==> config.mk <==
export PLATFORM = sky130hd
export DESIGN_NAME = sysarr_seq
export DESIGN_NICKNAME = d
export VERILOG_FILES = /design/src/rtl/sysarr_seq.sv
export SDC_FILE = /design/constraint.sdc
export NUM_CORES = 1
export LEC_CHECK = 0
export ABC_CLOCK_PERIOD_IN_PS = 2100
export CORE_MARGIN = 3
export CORE_UTILIZATION = 40
export CTS_BUF_LIST = sky130_fd_sc_hd__clkbuf_16
export CTS_CLUSTER_DIAMETER = 100
export DETAILED_ROUTE_END_ITERATION = 8
export DONT_BUFFER_PORTS = 1
export GPL_ROUTABILITY_DRIVEN = 0
export HOLD_SLACK_MARGIN = 0.05
export SETUP_SLACK_MARGIN = 0.15
export SKIP_LAST_GASP = 1
export SYNTH_ARGS = -nofsm -noshare
export SYNTH_HDL_FRONTEND = slang
export SYNTH_SLANG_ARGS = --single-unit
==> constraint.sdc <==
create_clock -name clk -period 2.1 [get_ports clk]
set_input_delay 0.105 -clock clk [delete_from_list [all_inputs] [get_ports clk]]
set_output_delay 0.105 -clock clk [all_outputs]
set_load 0.05 [all_outputs]
==> src/rtl/sysarr_seq.sv <==
// sysarr_seq -- control sequencer for a DIM x DIM systolic matrix multiplier.
//
// Purpose: loads DIM rows of A and DIM rows of B from a valid/ready source.
// It then runs the skew FIFOs and MAC array for 3*DIM-2 cycles, streams the
// DIM result rows to a sink, and emits a one-cycle done pulse.
//
// Ports:
//   clk        clock, all state updates on the rising edge
//   rst        synchronous active-high reset
//   start      job request, honoured only in IDLE
//   abort      cancel current job, honoured in any non-IDLE state
//   ab_valid   source presents an operand row
//   ab_ready   sequencer accepts an operand row (LOAD_A / LOAD_B)
//   a_wr_en    A memory write strobe, a_row its target row
//   b_wr_en    B memory write strobe, b_row its target row
//   shift_en   skew FIFO / MAC array enable (COMPUTE)
//   mac_clr    accumulator clear, same cycle as an accepted start
//   c_valid    result row c_row presented (OUTPUT)
//   out_ready  sink consumes the presented result row
//   busy       high outside IDLE
//   done       one-cycle completion pulse
module sysarr_seq #(
  parameter int DIM     = 8,
  parameter int BITS_AB = 8
) (
  input  logic                   clk,
  input  logic                   rst,
  input  logic                   start,
  input  logic                   abort,
  input  logic                   ab_valid,
  output logic                   ab_ready,
  output logic                   a_wr_en,
  output logic [$clog2(DIM)-1:0] a_row,
  output logic                   b_wr_en,
  output logic [$clog2(DIM)-1:0] b_row,
  output logic                   shift_en,
  output logic                   mac_clr,
  output logic                   c_valid,
  output logic [$clog2(DIM)-1:0] c_row,
  input  logic                   out_ready,
  output logic                   busy,
  output logic                   done
);

  localparam int RW = $clog2(DIM);
  localparam int CW = $clog2(3 * DIM);
  localparam logic [RW-1:0] RLAST = RW'(DIM - 1);
  localparam logic [CW-1:0] CLAST = CW'(3 * DIM - 3);

  typedef enum logic [2:0] {
    S_IDLE    = 3'd0,
    S_LOAD_A  = 3'd1,
    S_LOAD_B  = 3'd2,
    S_COMPUTE = 3'd3,
    S_OUTPUT  = 3'd4,
    S_DONE    = 3'd5
  } state_t;

  state_t        state_q, state_d;
  logic [RW-1:0] rcnt_q, rcnt_d;
  logic [CW-1:0] ccnt_q, ccnt_d;

  // State and counter registers with synchronous reset.
  always_ff @(posedge clk) begin
    if (rst) begin
      state_q <= S_IDLE;
      rcnt_q  <= '0;
      ccnt_q  <= '0;
    end else begin
      state_q <= state_d;
      rcnt_q  <= rcnt_d;
      ccnt_q  <= ccnt_d;
    end
  end

  // Next-state, counter update and output decode.
  always_comb begin
    state_d  = state_q;
    rcnt_d   = rcnt_q;
    ccnt_d   = ccnt_q;
    ab_ready = 1'b0;
    a_wr_en  = 1'b0;
    a_row    = '0;
    b_wr_en  = 1'b0;
    b_row    = '0;
    shift_en = 1'b0;
    mac_clr  = 1'b0;
    c_valid  = 1'b0;
    c_row    = '0;
    done     = 1'b0;
    busy     = (state_q != S_IDLE);

    case (state_q)
      S_IDLE: begin
        // A start coinciding with reset is not accepted, so no clear either.
        if (start && !rst) begin
          mac_clr = 1'b1;
          state_d = S_LOAD_A;
          rcnt_d  = '0;
        end else begin
          state_d = S_IDLE;
        end
      end
      S_LOAD_A: begin
        ab_ready = 1'b1;
        a_wr_en  = ab_valid;
        a_row    = rcnt_q;
        if (ab_valid) begin
          if (rcnt_q == RLAST) begin
            state_d = S_LOAD_B;
            rcnt_d  = '0;
          end else begin
            rcnt_d = rcnt_q + RW'(1);
          end
        end else begin
          rcnt_d = rcnt_q;
        end
      end
      S_LOAD_B: begin
        ab_ready = 1'b1;
        b_wr_en  = ab_valid;
        b_row    = rcnt_q;
        if (ab_valid) begin
          if (rcnt_q == RLAST) begin
            state_d = S_COMPUTE;
            rcnt_d  = '0;
            ccnt_d  = '0;
          end else begin
            rcnt_d = rcnt_q + RW'(1);
          end
        end else begin
          rcnt_d = rcnt_q;
        end
      end
      S_COMPUTE: begin
        // 3*DIM-2 cycles: DIM-1 skew fill, DIM products, DIM-1 skew drain.
        shift_en = 1'b1;
        if (ccnt_q == CLAST) begin
          state_d = S_OUTPUT;
          rcnt_d  = '0;
          ccnt_d  = '0;
        end else begin
          ccnt_d = ccnt_q + CW'(1);
        end
      end
      S_OUTPUT: begin
        c_valid = 1'b1;
        c_row   = rcnt_q;
        if (out_ready) begin
          if (rcnt_q == RLAST) begin
            state_d = S_DONE;
            rcnt_d  = '0;
          end else begin
            rcnt_d = rcnt_q + RW'(1);
          end
        end else begin
          rcnt_d = rcnt_q;
        end
      end
      S_DONE: begin
        done    = 1'b1;
        state_d = S_IDLE;
      end
      default: begin
        state_d = S_IDLE;
        rcnt_d  = '0;
        ccnt_d  = '0;
      end
    endcase

    // Abort outranks every transition above; outputs keep the current state.
    if (abort && (state_q != S_IDLE)) begin
      state_d = S_IDLE;
      rcnt_d  = '0;
      ccnt_d  = '0;
    end else begin
      state_d = state_d;
    end
  end

endmodule

# Word-level counts from Yosys, hierarchy flattened
# Index checks and enable logic that the tools add are counted.
[word_totals]
ff_bits = 11
inputBits = 6
out_inout_bits = 17
wordCells = 64
[classes]
addsub = 2
n_eq_ne = 16
muxes = 30
n_bitwise = 2
n_reduce_logical = 11
[ops]
columns = ["cell", "count"]
rows = [
  ["two-way mux 3 bit", 15],
  ["case mux 3 bit (5 select lines)", 2],
  ["!= test 2 bit (second input constant)", 8],
  ["two-way mux 5 bit", 3],
  ["case mux 5 bit (3 select lines)", 1],
  ["equality test 3 bit (second input constant)", 3],
  ["two-way mux 1 bit", 9],
  ["AND reduction 7 bit", 1],
  ["equality test 3 x 2 -> 1 bit (second input constant)", 2],
  ["adder 5 x 1 -> 5 bit (second input constant)", 1],
  ["equality test 5 bit (second input constant)", 1],
  ["AND reduction 5 bit", 1],
  ["OR reduction 2 bit", 2],
  ["OR reduction 4 bit", 1],
  ["adder 3 x 1 -> 3 bit (second input constant)", 1],
  ["equality test 3 x 1 -> 1 bit (second input constant)", 1],
  ["zero test 3 bit", 1],
  ["AND reduction 3 bit", 1],
  ["nonzero test 3 bit", 1],
  ["logical AND 1 bit", 2],
  ["!= test 2 x 1 -> 1 bit (second input constant)", 1],
  ["inverter 1 bit", 2],
  ["zero test 1 bit", 1],
]

# Longest topological paths before layout
# Gate-level depths: netlist of run 1.
[depth]
word_depth = 4
ltp_mapped = 6

# Worst setup path after synthesis of run 1
# OpenSTA, ideal clock, no wires.
[synth_path]
kind = "reg2out"
startpoint = "reg state_q[1]"
endpoint = "out done"
arrival_time_ns = 1.802
required_ns = 1.995
slack_ns = 0.193
stages_incl_launch_ff = 4
n_path_buf = 2
cell_sequence = "dfxtp_1 buf_6 clkbuf_1 nor3b_1"
[synth_between]
elab_chain_cells = 2
[synth_lines]
columns = ["element", "line_no", "text"]
rows = [
  ["start, declared", "59", "state_t state_q, state_d;"],
  ["start signal, assigned", "70", "state_q <= state_d;"],
  ["equality test 3 bit", "93", "case (state_q)"],
  ["two-way mux 1 bit", "93", ""],
  ["end, declared", "42", "output logic done"],
]
# Every way passes these cells.

# Final worst setup path of run 1
[layout_path]
startpoint = "reg state_q[1]"
endpoint = "out c_row[2]"
[layout_between]
elab_chain_cells = 2
[layout_lines]
columns = ["element", "line_no", "text"]
rows = [
  ["equality test 3 bit", "93", ""],
  ["two-way mux 3 bit", "93", ""],
  ["end, declared", "39", "output logic [$clog2(DIM)-1:0] c_row,"],
]
# Every way passes these cells.

==> flow_summary.json, run 1 <==
{
  "status": "finished, final reports clean",
  "start_util": 0.449,
  "rsz0062_at_grt": "false",
  "placed_cell_area_um2": 932,
  "cts.path.max_buffers": 2,
  "required_ns": 2.00,
  "critPathArrivalTime_ns": 1.70,
  "finalCriticalPeriod_ns": 1.81,
  "io_pins": 23,
  "drt_iter0_drc": 16,
  "nets": 118,
  "nFillCells": 171,
  "critPathKind": "flop to primary output",
  "finalCritPeriodShare": 0.862,
  "hold_viol_final": 0,
  "yosysWarningCount": 0,
  "avgSynthCellArea_um2": 8.35,
  "ant_nets": 0,
  "ys_top_cells_by_area": "dfxtp_1 27%, and3_1 6.1%, ha_1 6.1%, mux2i_1 6.1%, and2_1 5.4%",
  "power_density_nw_per_um2": 1380,
  "synth_top_area_cell": "dfxtp_1",
  "grt_use_total": 0.166,
  "port_buffers": 0,
  "end_kind": "primary output",
  "path_clk_slew_ns": 0.04,
  "hpwl_um": 1420,
  "skew_ns": 0.00202,
  "finalSetupViolations": 0,
  "max-vdd-ir-drop_mv": 0.557,
  "syn_nets": 108,
  "fp.dieArea_um2": 2620,
  "core_area_um2": 1820,
  "finalMaxSlewViolations": 0,
  "cts_sinks": 11,
  "drc": 0,
  "cts_tree": "yes",
  "worst_pin_slew_ns": 0.509,
  "routed_via_density": 5.42,
  "area_growth_pct": 23.7,
  "dr.pass1.iters": 4,
  "synth_cell_types": 36,
  "routed_wl_um": 1900,
  "power_uw": 1390,
  "syn_area_um2": 818,
  "antenna_cells": 0,
  "num_rows": 15,
  "ys_seq_elements": 11,
  "grt_max_degree": 17,
  "dieHeight_um": 51.2,
  "vias": 716,
  "max_freq_mhz": 553,
  "path_max_fanout": 15,
  "synth_cells": 98,
  "worst_skew_pair.late_latency_ns": 0.24,
  "drive_gt1_frac": 0.206,
  "leakage_uw": 0.000468,
  "slew_headroom": 0.662,
  "postLayoutCellArea_um2": 1010,
  "async_flop_share": 0,
  "fin_setup_tns_ns": 0,
  "synthFlopType": "dfxtp_1",
  "yosys-top-cells-count": "11 x dfxtp_1, 11 x nor2_1, 9 x nand2_1",
  "grt_pass1_wl_um": 3210,
  "start_kind": "flop",
  "yosysSeqAreaShare": 0.269,
  "antenna_found_initial": 0,
  "hold_path.class": "primary input to flop",
  "yosysTopAreaCellShare": 0.269,
  "wl_per_cell_um": 14.4,
  "cap_violations": 0,
  "htreeDepth": 1,
  "grt_pass1_vias": 677,
  "overflow": 0,
  "clock-root-buffer": "clkbuf_16",
  "cts_buffers": 3,
  "synth_edf_count": 0,
  "die_w_um": 51.2
}
per-layer routing:
layer / global-route usage / share of wire
met1: 0.223 / 0.48
met2: 0.249 / 0.46
met3: 0.0262 / 0.044
met4: 0.0961 / 0.020
met5: 0 / 0
sequential cells by signal, summed over array words and instances (netlist names):
register and cells:
rcnt_q 3, state_q 3, ccnt_q 5
cell type report:
cell class / count / area, um2 / share of cell area
clock inverter: 1 / 3.75 / 0.00371
clock buffer: 3 / 75.1 / 0.0742
inverter: 4 / 15.0 / 0.0148
tap: 25 / 31.3 / 0.0309
multi-input combinational: 78 / 553 / 0.546
timing repair buffer: 10 / 113 / 0.111
sequential: 11 / 221 / 0.219
what timing repair did:
| item | in CTS | in global routing |
|---|---|---|
| endpoints found under the hold margin | 0 | 0 |
| setup buffers | 0 | 0 |
| endpoints found under the setup margin | 0 | 3 |
| resized for setup | 0 | 1 |
| hold buffers | 0 | 0 |
cells by family (layout without fill, tap and decap cells):
group | Yosys count | count (layout) | synth area share
fa+ha+maj | 4 | 4 | 0.0612
xor+xnor | 5 | 5 | 0.0535
mux | 5 | 5 | 0.0612
buf+inv | 9 | 18 | 0.0611
flops | 11 | 11 | 0.269
compound gates | 12 | 12 | 0.121
simple gates | 52 | 52 | 0.373
power breakdown:
part	internal [uW]	total, uW	leakage, uW	switching [uW]
registers	238	320	0.0000894	81.4
logic	264	734	0.000336	470
clock network	250	339	0.0000423	89.7
total	752	1390	0.000468	641
critical path: stages (launching register included):
cell,delay [ns]
dfxtp_1,0.45
or3b_1,0.50
inv_1,0.17
and2_1,0.20
buf_12,0.15
per-stage QoR:
stage / hold WS, ns / setup slack [ns] / std cells / util
floorplan: 0.310 / 0.193 / 98 / -
global placement: 0.341 / 0.365 / 128 / 0.512
detailed placement: 0.345 / 0.372 / 128 / 0.512
CTS: 0.106 / 0.205 / 132 / 0.555
global route: 0.124 / 0.191 / 132 / 0.556
finish: 0.107 / 0.291 / 132 / 0.556
worst paths after layout:
kind / to / depth (start not counted) / slack (ns) / startpoint
max: c_row[2] / 4 / 0.29 / state_q[1]$_SDFFE_PP0P_
min: state_q[0]$_SDFFE_PP0P_ / 3 / 0.11 / rst
max reg2reg: ccnt_q[1]$_SDFFE_PP0P_ / 6 / 0.35 / rcnt_q[0]$_SDFFE_PP0P_
min reg2reg: rcnt_q[0]$_SDFFE_PP0P_ / 2 / 0.53 / rcnt_q[0]$_SDFFE_PP0P_
cell usage in the layout, fill, tap and decap left out, types with 2 or more instances in the layout:
cell and count:
nor2_1 11, dfxtp_1 10, nand2_1 9, and3_1 8, and2_1 7, buf_4 7, inv_1 5, mux2i_1 5
nand3_1 4, xor2_1 4, ha_1 4, nand4_1 3, clkbuf_16 3, buf_12 3, o21ai_0 2, a21oi_1 2
No activity file was read; power rests on OpenSTA's default activity.
==> inputs of run 2 (changes only) <==
--- a/config.mk
+++ b/config.mk
@@ -6,7 +6,7 @@
 export NUM_CORES = 1
 export LEC_CHECK = 0
 export ABC_CLOCK_PERIOD_IN_PS = 2100
-export CORE_MARGIN = 3
+export CORE_MARGIN = 2
 export CORE_UTILIZATION = 40
 export CTS_BUF_LIST = sky130_fd_sc_hd__clkbuf_16
 export CTS_CLUSTER_DIAMETER = 100
@@ -16,6 +16,7 @@
 export HOLD_SLACK_MARGIN = 0.05
 export SETUP_SLACK_MARGIN = 0.15
 export SKIP_LAST_GASP = 1
+export SLEW_MARGIN = 5
 export SYNTH_ARGS = -nofsm -noshare
 export SYNTH_HDL_FRONTEND = slang
 export SYNTH_SLANG_ARGS = --single-unit
==> run 2 against run 1 <==
- die area decreased by 7.7%
- maximum frequency about the same
- critical path depth unchanged
- sequential cell count unchanged
- clock power increased by 2%
- sequential power about the same
- sequential share of layout area decreased by 0.31 points
- routed wire length decreased by 5.4%
- global-route usage decreased by 0.33 points
- core utilization decreased by 3.0 points
- critical endpoint unchanged
==> flow_summary.json, run 2 (synthesized netlist as in run 1, its figures left out) <==
{
  "port_buffers": 0,
  "top_register": "ccnt_q",
  "critPathArrivalTime_ns": 1.70,
  "power_uw": 1390,
  "skew_ns": 0.00147,
  "stdcell_count": 135,
  "worstReg2RegEnd": "ccnt_q[1]$_SDFFE_PP0P_",
  "grt_pass1_vias": 657,
  "area_growth_pct": 24.8,
  "status": "finished, final reports clean",
  "fin_setup_tns_ns": 0,
  "ctsResizeCount": 0,
  "num_rows": 16,
  "crit_cells": 4,
  "r2r_slack_ns": 0.33,
  "finalSetupViolations": 0,
  "hold_viol_final": 0,
  "cts_tree": "yes",
  "power_density_nw_per_um2": 1360,
  "nets": 119,
  "postCtsSetupRepairBufs": 0,
  "wl_per_cell_um": 13.3,
  "path_max_fanout": 10,
  "die_w_um": 49.2,
  "vias": 704,
  "cpLargestDelayFamily": "simple AND/OR/NAND/NOR gates",
  "crit-reg2reg-launch": "rcnt_q[0]$_SDFFE_PP0P_",
  "worst_hold_slack_ns": 0.0980,
  "path_buf_inv": 2,
  "dp_cells": 131,
  "multiInputGateArea_um2": 553,
  "grt_pass1_wl_um": 3070,
  "dr.pass1.iters": 4,
  "hpwl_um": 1370,
  "htreeDepth": 1,
  "cts_buffers": 3,
  "critPathKind": "flop to primary output",
  "hold_path.class": "primary input to flop",
  "path_clk_slew_ns": 0.04,
  "cap_violations": 0,
  "cts_sinks": 11,
  "overflow": 0,
  "worst_skew_pair.late_latency_ns": 0.24,
  "cpPeakStageDelay_ns": 0.52,
  "crit_path_end": "c_row[2]",
  "routed_wl_um": 1800,
  "required_ns": 2.00,
  "leakage_uw": 0.000473,
  "routed_via_density": 5.21,
  "dieHeight_um": 49.2,
  "crit_chain": "or3b_1 > inv_1 > and2_1 > buf_12",
  "drt_iter0_drc": 8,
  "io_pins": 23,
  "end_kind": "primary output",
  "largest_reg_flops": 5,
  "seq_area_um2": 220,
  "finalCriticalPeriod_ns": 1.81,
  "grt_max_degree": 17,
  "cts.path.max_buffers": 2,
  "reg2regPathDepth": 6,
  "slew_headroom": 0.668,
  "fp.dieArea_um2": 2420,
  "nFillCells": 196,
  "start_util": 0.421,
  "max_freq_mhz": 553,
  "holdBufCountCts": 0,
  "clock-root-buffer": "clkbuf_16",
  "finalMaxSlewViolations": 0,
  "drive_gt1_frac": 0.204,
  "antenna_found_initial": 0,
  "core_area_um2": 1940,
  "antenna_cells": 0,
  "final_cell_mix": "11 x nor2_1, 11 x dfxtp_1, 9 x nand2_1, 8 x and3_1, 8 x buf_4",
  "crit_path_top_delay_cell": "dfxtp_1",
  "finalCritPeriodShare": 0.862,
  "top_regs": "ccnt_q (5), rcnt_q (3), state_q (3)",
  "start_kind": "flop",
  "ant_nets": 0,
  "drc": 0,
  "grt_use_total": 0.163,
  "max-vdd-ir-drop_mv": 0.725,
  "rsz0062_at_grt": "false",
  "critPathLaunch": "state_q[2]$_SDFFE_PP0P_",
  "worst_pin_slew_ns": 0.500
}
run 2: cell types whose count changed in the layout (fill, tap and decap cells not counted):
cell,delta
dfxtp_1,+1
buf_4,+1
dfxtp_2,-1
run 2: routing by layer:
layer | up-vias | part of all wire | global-route usage
met5 | - | 0 | 0
met4 | 0 | 0 | 0.0286
met3 | 0 | 0.057 | 0.0613
met2 | 16 | 0.46 | 0.248
met1 | 321 | 0.48 | 0.220
li1 | 367 | - | -
run 2: worst min path at each step:
| stage | startpoint | end | slack, ns | cells after the start |
|---|---|---|---|---|
| CTS | rst | ccnt_q[2]$_SDFFE_PP0P_ | 0.10 | 3 |
| floorplan | rst | state_q[0]$_SDFFE_PP0P_ | 0.31 | 3 |
| global placement | rst | ccnt_q[0]$_SDFFE_PP0P_ | 0.35 | 3 |
| finish | rst | ccnt_q[2]$_SDFFE_PP0P_ | 0.1 | 3 |
| global route | rst | ccnt_q[2]$_SDFFE_PP0P_ | 0.12 | 3 |
| detailed placement | rst | ccnt_q[2]$_SDFFE_PP0P_ | 0.35 | 3 |
run 2: power breakdown:
group	internal, uW	switching (uW)	leakage [uW]
Combinational	264	459	0.000341
Sequential	238	79.4	0.0000888
Clock	250	95.5	0.0000423
run 2: area by class of cell:
type                            instances  share of cell area
Clock inverter                          1             0.00368
Inverter                                4              0.0147
Timing Repair Buffer                   11               0.118
Tap cell                               27              0.0331
Clock buffer                            3              0.0735
Sequential cell                        11               0.216
Multi-Input combinational cell         78               0.542
run 2: worst min-delay path, delay by kind of cell:
family | cells | cell delay, ns
compound gates | 2 | 0.12
simple gates | 1 | 0.06
run 2: stage by stage:
step / area [um2] / util / setup slack [ns]
finish: 1020 / 0.526 / 0.291
global route: 1020 / 0.526 / 0.196
CTS: 1020 / 0.526 / 0.290
detailed placement: 942 / 0.485 / 0.354
global placement: 942 / 0.485 / 0.361
floorplan: 818 / - / 0.193
==> inputs of run 3 (changes only) <==
--- a/config.mk
+++ b/config.mk
@@ -14,6 +14,7 @@
 export DONT_BUFFER_PORTS = 1
 export GPL_ROUTABILITY_DRIVEN = 0
 export HOLD_SLACK_MARGIN = 0.05
+export RECOVER_POWER = 25
 export SETUP_SLACK_MARGIN = 0.15
 export SKIP_LAST_GASP = 1
 export SLEW_MARGIN = 5
==> run 3 against run 2 <==
- maximum frequency shrank 2.6%
- routed wire length shrank 0.22%
- largest power group unchanged
- clock-buffer cell count is the same
- largest cell class unchanged
- worst setup slack lost 0.049 ns
- sequential cell count is the same
- worst hold slack gained 0.00069 ns
- non-clock buffer count is the same
- highest routed layer unchanged
- die area is the same
- clock power is essentially flat
- combinational power shrank 4.4%
- sequential power is essentially flat
==> flow_summary.json, run 3 (synthesized netlist as in run 1, its figures left out) <==
{
  "cts.path.max_buffers": 2,
  "fin_setup_tns_ns": 0,
  "end_kind": "flop",
  "critPathKind": "flop to flop",
  "nets": 119,
  "seq_power_share": 0.234,
  "seq_area_um2": 220,
  "antenna_cells": 0,
  "finalSetupViolations": 0,
  "die_w_um": 49.2,
  "hold_viol_final": 0,
  "max-vdd-ir-drop_mv": 0.670,
  "start_kind": "flop",
  "port_buffers": 0,
  "finalCritPeriodShare": 0.885,
  "reg2regPathDepth": 5,
  "required_ns": 2.27,
  "r2r_slack_ns": 0.24,
  "io_pins": 23,
  "combPwrFrac": 0.511,
  "clock-root-buffer": "clkbuf_16",
  "cpPeakStageDelay_ns": 0.66,
  "final_cell_mix": "11 x nor2_1, 11 x dfxtp_1, 9 x nand2_1, 8 x and3_1, 7 x and2_1",
  "worstReg2RegEnd": "rcnt_q[1]$_SDFFE_PP0P_",
  "dr.pass1.iters": 4,
  "status": "finished, final reports clean",
  "power_frac_clock": 0.255,
  "drt_iter0_drc": 7,
  "p_sw_frac": 0.468,
  "finalCriticalPeriod_ns": 1.86,
  "worst_skew_pair.late_latency_ns": 0.24,
  "cap_violations": 0,
  "max_freq_mhz": 538,
  "cts_sinks": 11,
  "drc": 0,
  "vias": 704,
  "area_growth_pct": 22.8,
  "antenna_found_initial": 0,
  "leakage_uw": 0.000461,
  "multiInputGateArea_um2": 548,
  "intPower_uw": 720,
  "worst_slack_ns": 0.242,
  "grt_max_degree": 17,
  "fp.dieArea_um2": 2420,
  "drive_gt1_frac": 0.167,
  "crit-reg2reg-launch": "state_q[1]$_SDFFE_PP0P_",
  "slew_headroom": 0.565,
  "ctsResizeCount": 0,
  "critPathArrivalTime_ns": 2.03,
  "grt_use_total": 0.163,
  "p_switching_uw": 634,
  "dieHeight_um": 49.2,
  "crit_path_top_delay_cell": "or3_1",
  "path_clk_slew_ns": 0.04,
  "largest_reg_flops": 5,
  "finalMaxSlewViolations": 0,
  "core_area_um2": 1940,
  "path_max_fanout": 14,
  "holdBufCountCts": 0,
  "start_util": 0.421,
  "top_register": "ccnt_q",
  "whs_path_depth": 3,
  "wl_per_cell_um": 13.3,
  "skew_ns": 0.00140,
  "routed_via_density": 5.21,
  "cts_tree": "yes",
  "post-place-ws_ns": 0.354,
  "routed_wl_um": 1790,
  "hpwl_um": 1370,
  "num_rows": 16,
  "holdPathEnd": "ccnt_q[2]$_SDFFE_PP0P_",
  "cts_buffers": 3,
  "rsz0062_at_grt": "false",
  "hold_path.class": "primary input to flop",
  "power_uw": 1350,
  "top_regs": "ccnt_q (5), rcnt_q (3), state_q (3)",
  "grt_pass1_wl_um": 3070,
  "worst_pin_slew_ns": 0.653,
  "crit_chain": "or3_1 > a21oi_2 > buf_4 > nand3_1 > mux2i_1",
  "power_density_nw_per_um2": 1350,
  "htreeDepth": 1,
  "nFillCells": 203,
  "overflow": 0,
  "postCtsSetupRepairBufs": 0,
  "ant_nets": 0,
  "min_from": "rst",
  "grt_pass1_vias": 657
}
## run 3: area by class of cell
type,instances,share of cell area
Sequential cell,11,0.219
Clock buffer,3,0.0747
Clock inverter,1,0.00374
Tap cell,27,0.0336
Inverter,4,0.0149
Timing Repair Buffer,11,0.108
Multi-Input combinational cell,78,0.545
## run 3: stage by stage
step	hold slack (ns)	std cells	utilization	area, um2
finish	0.0987	135	0.517	1000
global route	0.117	135	0.517	1000
CTS	0.101	135	0.526	1020
detailed placement	0.349	131	0.485	942
global placement	0.345	131	0.485	942
floorplan	0.310	98	-	818
## run 3: how the worst max path moves through the flow
stage | from | to | slack (ns) | cells past startpoint
after global routing | state_q[0]$_SDFFE_PP0P_ | rcnt_q[1]$_SDFFE_PP0P_ | 0.10 | 5
after global placement | rcnt_q[0]$_SDFFE_PP0P_ | ccnt_q[1]$_SDFFE_PP0P_ | 0.36 | 6
after floorplan | state_q[1]$_SDFFE_PP0P_ | done | 0.19 | 3
final | state_q[1]$_SDFFE_PP0P_ | rcnt_q[1]$_SDFFE_PP0P_ | 0.24 | 5
after detailed placement | rcnt_q[0]$_SDFFE_PP0P_ | ccnt_q[1]$_SDFFE_PP0P_ | 0.35 | 6
after CTS | state_q[2]$_SDFFE_PP0P_ | c_row[2] | 0.29 | 4
## run 3: worst max-delay path: cells and delay by family, from the launching register on
family	cells	cell delay (ns)
and+or+nand+nor	2	0.75
DFF	1	0.43
AOI/OAI and AO/OA	1	0.27
muxes	1	0.13
buffers and inverters	1	0.20
## run 3: power by group through the flow
stage	Clock (uW)	Sequential, uW	Combinational [uW]
finish	346	317	691
global route	366	327	756
CTS	354	316	729
detailed placement	0	319	725
global placement	0	317	721
floorplan	0	270	672
## run 3: per-layer routing
| layer | global-route usage | wire (um) | up-vias |
|---|---|---|---|
| li1 | - | - | 368 |
| met1 | 0.220 | 868 | 322 |
| met2 | 0.248 | 830 | 14 |
| met3 | 0.0613 | 95 | 0 |
| met4 | 0.0286 | 0 | 0 |
| met5 | 0 | 0 | - |
